<file path="config.mk">
export PLATFORM = sky130hd
export DESIGN_NAME = intr_ctrl
export DESIGN_NICKNAME = d
export VERILOG_FILES = /design/src/rtl/intr_ctrl.sv
export SDC_FILE = /design/constraint.sdc
export NUM_CORES = 1
export LEC_CHECK = 0
export BUFFER_PORTS_ARGS = -buffer_cell sky130_fd_sc_hd__buf_2
export CORE_MARGIN = 4
export CORE_UTILIZATION = 41
export DETAILED_ROUTE_END_ITERATION = 10
export PLACE_DENSITY = 0.73
export SYNTH_ARGS = -nofsm -noshare
export SYNTH_HDL_FRONTEND = slang
export SYNTH_SLANG_ARGS = --single-unit
</file>
<file path="constraint.sdc">
create_clock -name clock -period 1.3 [get_ports clock]
set_input_delay 0.26 -clock clock [delete_from_list [all_inputs] [get_ports clock]]
set_output_delay 0.26 -clock clock [all_outputs]
set_load 0.01 [all_outputs]
</file>
<file path="src/rtl/intr_ctrl.sv">
// Interrupt controller and register-bank sequencer for the jacaranda-8 core.
// Latches edge-triggered requests, masks them, takes the lowest-index eligible
// source at an instruction boundary and holds the interrupt bank until reti.
module intr_ctrl #(
  parameter int unsigned NSRC     = 4,
  parameter logic [7:0]  VEC_BASE = 8'hE0
) (
  input  logic            clock,
  input  logic            reset,
  input  logic [NSRC-1:0] irq_in,
  input  logic            mask_wr,
  input  logic [NSRC-1:0] mask_wdata,
  input  logic            instr_done,
  input  logic            reti,
  input  logic [7:0]      cur_pc,
  output logic            intr_take,
  output logic [7:0]      intr_vec,
  output logic            intr_en,
  output logic [7:0]      ret_pc,
  output logic [NSRC-1:0] pending,
  output logic [NSRC-1:0] mask,
  output logic [2:0]      active_id
);

  typedef enum logic [0:0] {StIdle, StService} state_e;

  state_e          r_state;
  logic [NSRC-1:0] r_irq_prev;
  logic [NSRC-1:0] r_pending;
  logic [NSRC-1:0] r_mask;
  logic            r_take;
  logic [7:0]      r_vec;
  logic            r_en;
  logic [7:0]      r_ret_pc;
  logic [2:0]      r_active_id;

  logic [NSRC-1:0] w_rise;
  logic [NSRC-1:0] w_eligible;
  logic [NSRC-1:0] w_clear;
  logic [2:0]      w_winner;
  logic            w_take_now;
  logic [7:0]      w_vec;

  // Edge detect, eligibility, fixed-priority pick and the take decision.
  always_comb begin
    w_rise     = irq_in & ~r_irq_prev;
    w_eligible = r_pending & r_mask;
    w_winner   = '0;
    // Scan from the top so the lowest set index wins.
    for (int i = NSRC - 1; i >= 0; i--) begin
      if (w_eligible[i]) w_winner = 3'(i);
    end
    w_take_now = (r_state == StIdle) && instr_done && (|w_eligible);
    w_vec      = VEC_BASE + {3'b000, w_winner, 2'b00};
    w_clear    = '0;
    for (int i = 0; i < NSRC; i++) begin
      w_clear[i] = w_take_now && (w_winner == 3'(i));
    end
  end

  // Single-process FSM with registered outputs; reset is synchronous, active-low.
  always_ff @(posedge clock) begin
    if (!reset) begin
      r_state     <= StIdle;
      // All ones so lines already high at release are not seen as edges.
      r_irq_prev  <= '1;
      r_pending   <= '0;
      r_mask      <= '0;
      r_take      <= 1'b0;
      r_vec       <= '0;
      r_en        <= 1'b0;
      r_ret_pc    <= '0;
      r_active_id <= '0;
    end else begin
      r_irq_prev <= irq_in;
      // A new edge in the clear cycle keeps the bit set.
      r_pending  <= (r_pending & ~w_clear) | w_rise;
      if (mask_wr) r_mask <= mask_wdata;
      r_take <= w_take_now;
      r_vec  <= w_take_now ? w_vec : 8'h00;
      unique case (r_state)
        StIdle: begin
          if (w_take_now) begin
            r_ret_pc    <= cur_pc;
            r_active_id <= w_winner;
            r_en        <= 1'b1;
            r_state     <= StService;
          end
        end
        StService: begin
          if (instr_done && reti) begin
            r_en        <= 1'b0;
            r_active_id <= '0;
            r_state     <= StIdle;
          end
        end
        default: r_state <= StIdle;
      endcase
    end
  end

  assign intr_take = r_take;
  assign intr_vec  = r_vec;
  assign intr_en   = r_en;
  assign ret_pc    = r_ret_pc;
  assign pending   = r_pending;
  assign mask      = r_mask;
  assign active_id = r_active_id;

endmodule
</file>
=== Yosys cells after proc, flatten, opt, wreduce, memory -nomap -nowiden ===
Cells that the tools add are included.

* Bits in registers: 34
* Input port bits: 21
* Output and inout port bits: 29
* Logic and storage cells: 47

* Add/sub/neg operators: 1
* Equality and inequality tests: 5
* Muxes and demuxes: 13
* Bitwise logic cells: 7
* Reduce and logical (&&, ||, !) cells: 12

{| class="wikitable"
|+ Operators by type and width
! kind !! count
|-
| 3-bit 2-to-1 mux || 5
|-
| 4-bit AND || 3
|-
| 4-bit inverter || 2
|-
| 6-bit by 6-bit adder with 7-bit output (first input constant) || 1
|-
| 1-bit logical AND || 7
|-
| 3-bit by 2-bit == test with 1-bit output (second input constant) || 2
|-
| 3-bit one-hot mux with 2 select lines || 1
|-
| 2-bit AND reduction || 3
|-
| 1-bit 2-to-1 mux || 4
|-
| 4-bit bitwise OR || 1
|-
| 1-bit one-hot mux with 2 select lines || 2
|-
| 4-bit OR reduction || 1
|-
| 3-bit by 1-bit == test with 1-bit output (second input constant) || 1
|-
| 3-bit logical NOT || 1
|-
| 2-bit 2-to-1 mux || 1
|-
| 2-bit by 1-bit inequality test with 1-bit output (second input constant) || 1
|-
| 2-bit inequality test (second input constant) || 1
|-
| 1-bit inverter || 1
|}

=== Depth between registers and ports, before layout ===
* Word-level depth: 10
* Gate-level depth with buffers: 5
* Mapped depth without buffers: 3

=== Worst setup path after synthesis ===
No wires, ideal clock.

* Path type: flip-flop to flip-flop
* Start: register r_mask[0], in the netlist mask[0]
* End: register r_active_id[0], in the netlist active_id[0]
* Library setup time: 0.117 ns
* Data arrival time: 1.159 ns
* Data required time: 1.183 ns
* Path slack: 0.023 ns
* Cell stages (with the launch flop): 5
* Path buffers: 1
* Clock period less this slack: 1.277 ns
* Cell sequence: dfxtp_1 nand2_1 a31o_1 buf_6 a32o_1

* Cells in the longest elaborated chain, start to end: 5
* Elaborated cells between the ends (all ways): 8
* Classes of those cells: eq/ne: 1; mux: 3; bitwise: 1; reduce/logical: 3

{| class="wikitable"
|+ RTL lines
! item !! line !! text
|-
| start, declared || 30 || <nowiki>logic [NSRC-1:0] r_mask;</nowiki>
|-
| start signal, assigned || 78 || <nowiki>if (mask_wr) r_mask <= mask_wdata;</nowiki>
|-
| 4-bit AND * || 47 || <nowiki>w_eligible = r_pending & r_mask;</nowiki>
|-
| 4-bit OR reduction || 53 || <nowiki>w_take_now = (r_state == StIdle) && instr_done && (|w_eligible);</nowiki>
|-
| 1-bit logical AND || 53 ||
|-
| 2-bit inequality test (no line) || n/a ||
|-
| 2-bit AND reduction (no line) || n/a ||
|-
| end signal, assigned || 85 || <nowiki>r_active_id <= w_winner;</nowiki>
|-
| end, declared || 35 || <nowiki>logic [2:0] r_active_id;</nowiki>
|}

Every way passes the cells marked *; elsewhere a longest branch is shown, timed or not. The select of a mux whose other input is x is not followed.
A chain may end at the register's enable or synchronous reset.

=== Worst setup path after layout ===
* Start: register r_mask[2], in the netlist mask[2]
* End: register r_active_id[0], in the netlist active_id[0]

* Cells in the longest elaborated chain, start to end: 6
* Elaborated cells between the ends (all ways): 10
* Classes of those cells: eq/ne: 1; mux: 5; bitwise: 1; reduce/logical: 3

{| class="wikitable"
|+ RTL lines
! item !! line !! text
|-
| 4-bit AND * || 47 ||
|-
| 3-bit 2-to-1 mux (3 in a row) || 51 || <nowiki>if (w_eligible[i]) w_winner = 3'(i);</nowiki>
|-
| 3-bit 2-to-1 mux || 83 || <nowiki>if (w_take_now) begin</nowiki>
|-
| 3-bit one-hot mux with 2 select lines || 81 || <nowiki>unique case (r_state)</nowiki>
|}

Marks and branches as above.

==> metrics.txt <==
status=complete, no violations; setup violators final=0; flops & latches, synth=28; number of routed nets with antenna violations=0; Setup TNS=0 ns; drt wl/cell=13.6 um; clock power share=0.336; vias in the first global route=a little under 1,000; ratio of cells with drive above 1 in the final layout=0.436; Syn. warnings=0; Post-synth EDFFs=0; CP max FO=5; routed vias=960; critical path data arrival time=approximately 1.5 ns; FMAX=0.804 GHz; P&R area growth vs syn=28.7%; syn_area_per_cell=9.94 um2; WL final=approximately 2600 um; met1 GRT Util=0.162; dpl cell area=0.00141 mm2; Period minus WS final=about 1.2 ns; Root Buffer=clkbuf_4; gr busiest metal=met2; Clock Latency Late Sink=0.33 ns; met2 Usage GRT=0.272; CTS tree=built; Core Box Area=0.00259 mm2; initial DRC count=21; largest net degree at the start of global routing=21; internal power=1.29 mW; cell count after synthesis=116; clk sinks=28; RSZ-0062 raised after global routing=false; Mapped Area=~0.0012 mm2; Post-synth ARST share=0; vias per cell=4.97; sequential area share after synthesis=0.486; die area=approximately 0.0037 mm2; Initial DRT Pass Iterations=4; # DRC=0; initial antenna violation count=0; GR Layer Usage met3=0.0482; Initial Util=0.445; H-Tree Depth=1; Gate power share=0.114; critical path class=reg -> reg; # IOs=50; overall routing resource usage=0.148; n_diodes=0; sequential share of power=0.550; count of cell types in the netlist=30; Sw Pwr=0.373 mW; Hold WC Path Type=in -> reg; nets@finish=roughly 190; Static Leak=between 0.7 and 0.8 nW; Max Root-Sink Buffers=2; Setup Fix Bufs, Post-CTS=0; pre-CTS WS=0.0580 ns; max-capacitance violation count=0; Final Max Tran Viols=0; Fin. Hold Viols=0; Site Rows=18; Setup crit start kind=flip-flop; worst setup margin=0.0564 ns; # port buffers=between 40 and 50; first-pass GRT wire length=roughly 4100 um; Die Y=61.0 um; global route overflow=0; final worst-path cycle share=0.957; pwr dens=between 1000 and 1500 mW/mm2; critical path data required time=1.57 ns; final instance area=0.00149 mm2; fill cell count=roughly 240; switching share of power=0.224; Max VDD drop=848 uV; Worst-path clk slew=0.15 ns; Synth Flop Type=dfxtp_1; post-DP HPWL=2040 um; Num CTS Buffers=3; gpl congestion=approximately 0.8; kind of end point of the critical path=flip-flop; Die X-Extent=~61 um; clock skew=0.00732 ns
==> cell type report <==
| class | instances | area (um2) | share of cell area |
|---|---|---|---|
| clock buffers | 3 | 22.5 | 0.0152 |
| clock inverters | 1 | 30.0 | 0.0202 |
| inverters | 5 | 18.8 | 0.0126 |
| multi-input cells | 74 | 510 | 0.344 |
| flip-flops and latches | 28 | 572 | 0.385 |
| well taps | 30 | 37.5 | 0.0253 |
| repair buffers | 52 | 294 | 0.198 |
==> final timing paths <==
check,start,endpoint,depth (start not counted),slack (ns)
min reg2reg,ret_pc[7],ret_pc[7],2,0.47
max reg2reg,mask[2],active_id[0],4,0.06
max,mask[2],active_id[0],4,0.06
min,irq_in[0],r_irq_prev[0],2,0.12
==> repair_timing <==
action / CTS / global route
endpoints found under the hold margin: 0 / 0
hold buffers: 0 / 0
resized for setup: 1 / 10
setup endpoints to repair: 1 / 3
pin swaps: 0 / 2
==> layout by cell type (no fill, tap or decap), types with 2 or more instances in the layout <==
| master | n |
|---|---|
| dfxtp_2 | 9 |
| conb_1 | 4 |
| a21oi_1 | 5 |
| nand2b_1 | 8 |
| nand2_1 | 19 |
| and2_1 | 2 |
| buf_2 | 45 |
| clkbuf_4 | 3 |
| a31o_1 | 2 |
| nor2_1 | 4 |
| dfxtp_1 | 19 |
| o21ai_0 | 2 |
| inv_1 | 5 |
| mux2i_1 | 12 |
| buf_4 | 5 |
==> cell usage after synthesis, drive strengths merged, types with 2 or more instances <==
| master | instances | area share |
|---|---|---|
| mux2i | 12 | 0.10 |
| a311oi | 2 | 0.030 |
| nand2 | 20 | 0.072 |
| nor2 | 4 | 0.013 |
| o21ai | 2 | 0.0087 |
| buf | 9 | 0.062 |
| nand2b | 9 | 0.049 |
| clkbuf | 3 | 0.0098 |
| and3 | 2 | 0.012 |
| a21oi | 5 | 0.022 |
| and2 | 2 | 0.011 |
| inv | 5 | 0.016 |
| dfxtp | 28 | 0.49 |
| a31o | 2 | 0.015 |
==> flip-flops by register name (all words and copies together), names as in the netlist <==
| signal | flops |
|---|---|
| r_irq_prev | 4 |
| intr_vec | 3 |
| r_state | 1 |
| active_id | 2 |
| intr_take | 1 |
| intr_en | 1 |
| ret_pc | 8 |
| mask | 4 |
| pending | 4 |
==> critical path: stages (launching register included) <==
cell and delay [ns]:
dfxtp_2 0.41, a22oi_4 0.09, buf_4 0.16, a311oi_4 0.32, a32o_1 0.21
==> logic make-up (layout without fill, tap and decap cells) <==
family | after synthesis | count (layout) | share of synthesized area
compound gates | 19 | 19 | 0.148
buf+inv | 17 | 61 | 0.0878
mux | 12 | 12 | 0.104
flops | 28 | 28 | 0.486
simple gates | 39 | 39 | 0.171
other cells | 1 | 4 | 0.00325
==> metrics by stage <==
| stage | util | total power [mW] | hold WS, ns | instances |
|---|---|---|---|---|
| finish | 0.573 | 1.67 | 0.123 | 193 |
| global route | 0.573 | 1.74 | 0.101 | 193 |
| CTS | 0.565 | 1.67 | 0.113 | 193 |
| detailed placement | 0.544 | 1.12 | 0.453 | 189 |
| global placement | 0.544 | 1.11 | 0.444 | 189 |
| floorplan | - | 1.04 | 0.333 | 119 |
==> routing by layer <==
metal	wire, um	share of wire	vias up
li1	-	-	479
met1	1060	0.41	432
met2	1310	0.50	45
met3	205	0.078	4
met4	34	0.013	0
met5	0	0	-
==> power groups by stage <==
stage / Clock (mW) / Combinational, mW / Sequential (mW)
detailed placement: 0 / 0.186 / 0.933
global route: 0.609 / 0.209 / 0.922
CTS: 0.573 / 0.187 / 0.915
finish: 0.560 / 0.190 / 0.917
floorplan: 0 / 0.103 / 0.941
global placement: 0 / 0.180 / 0.930
Power figures use the tool's default switching activity.
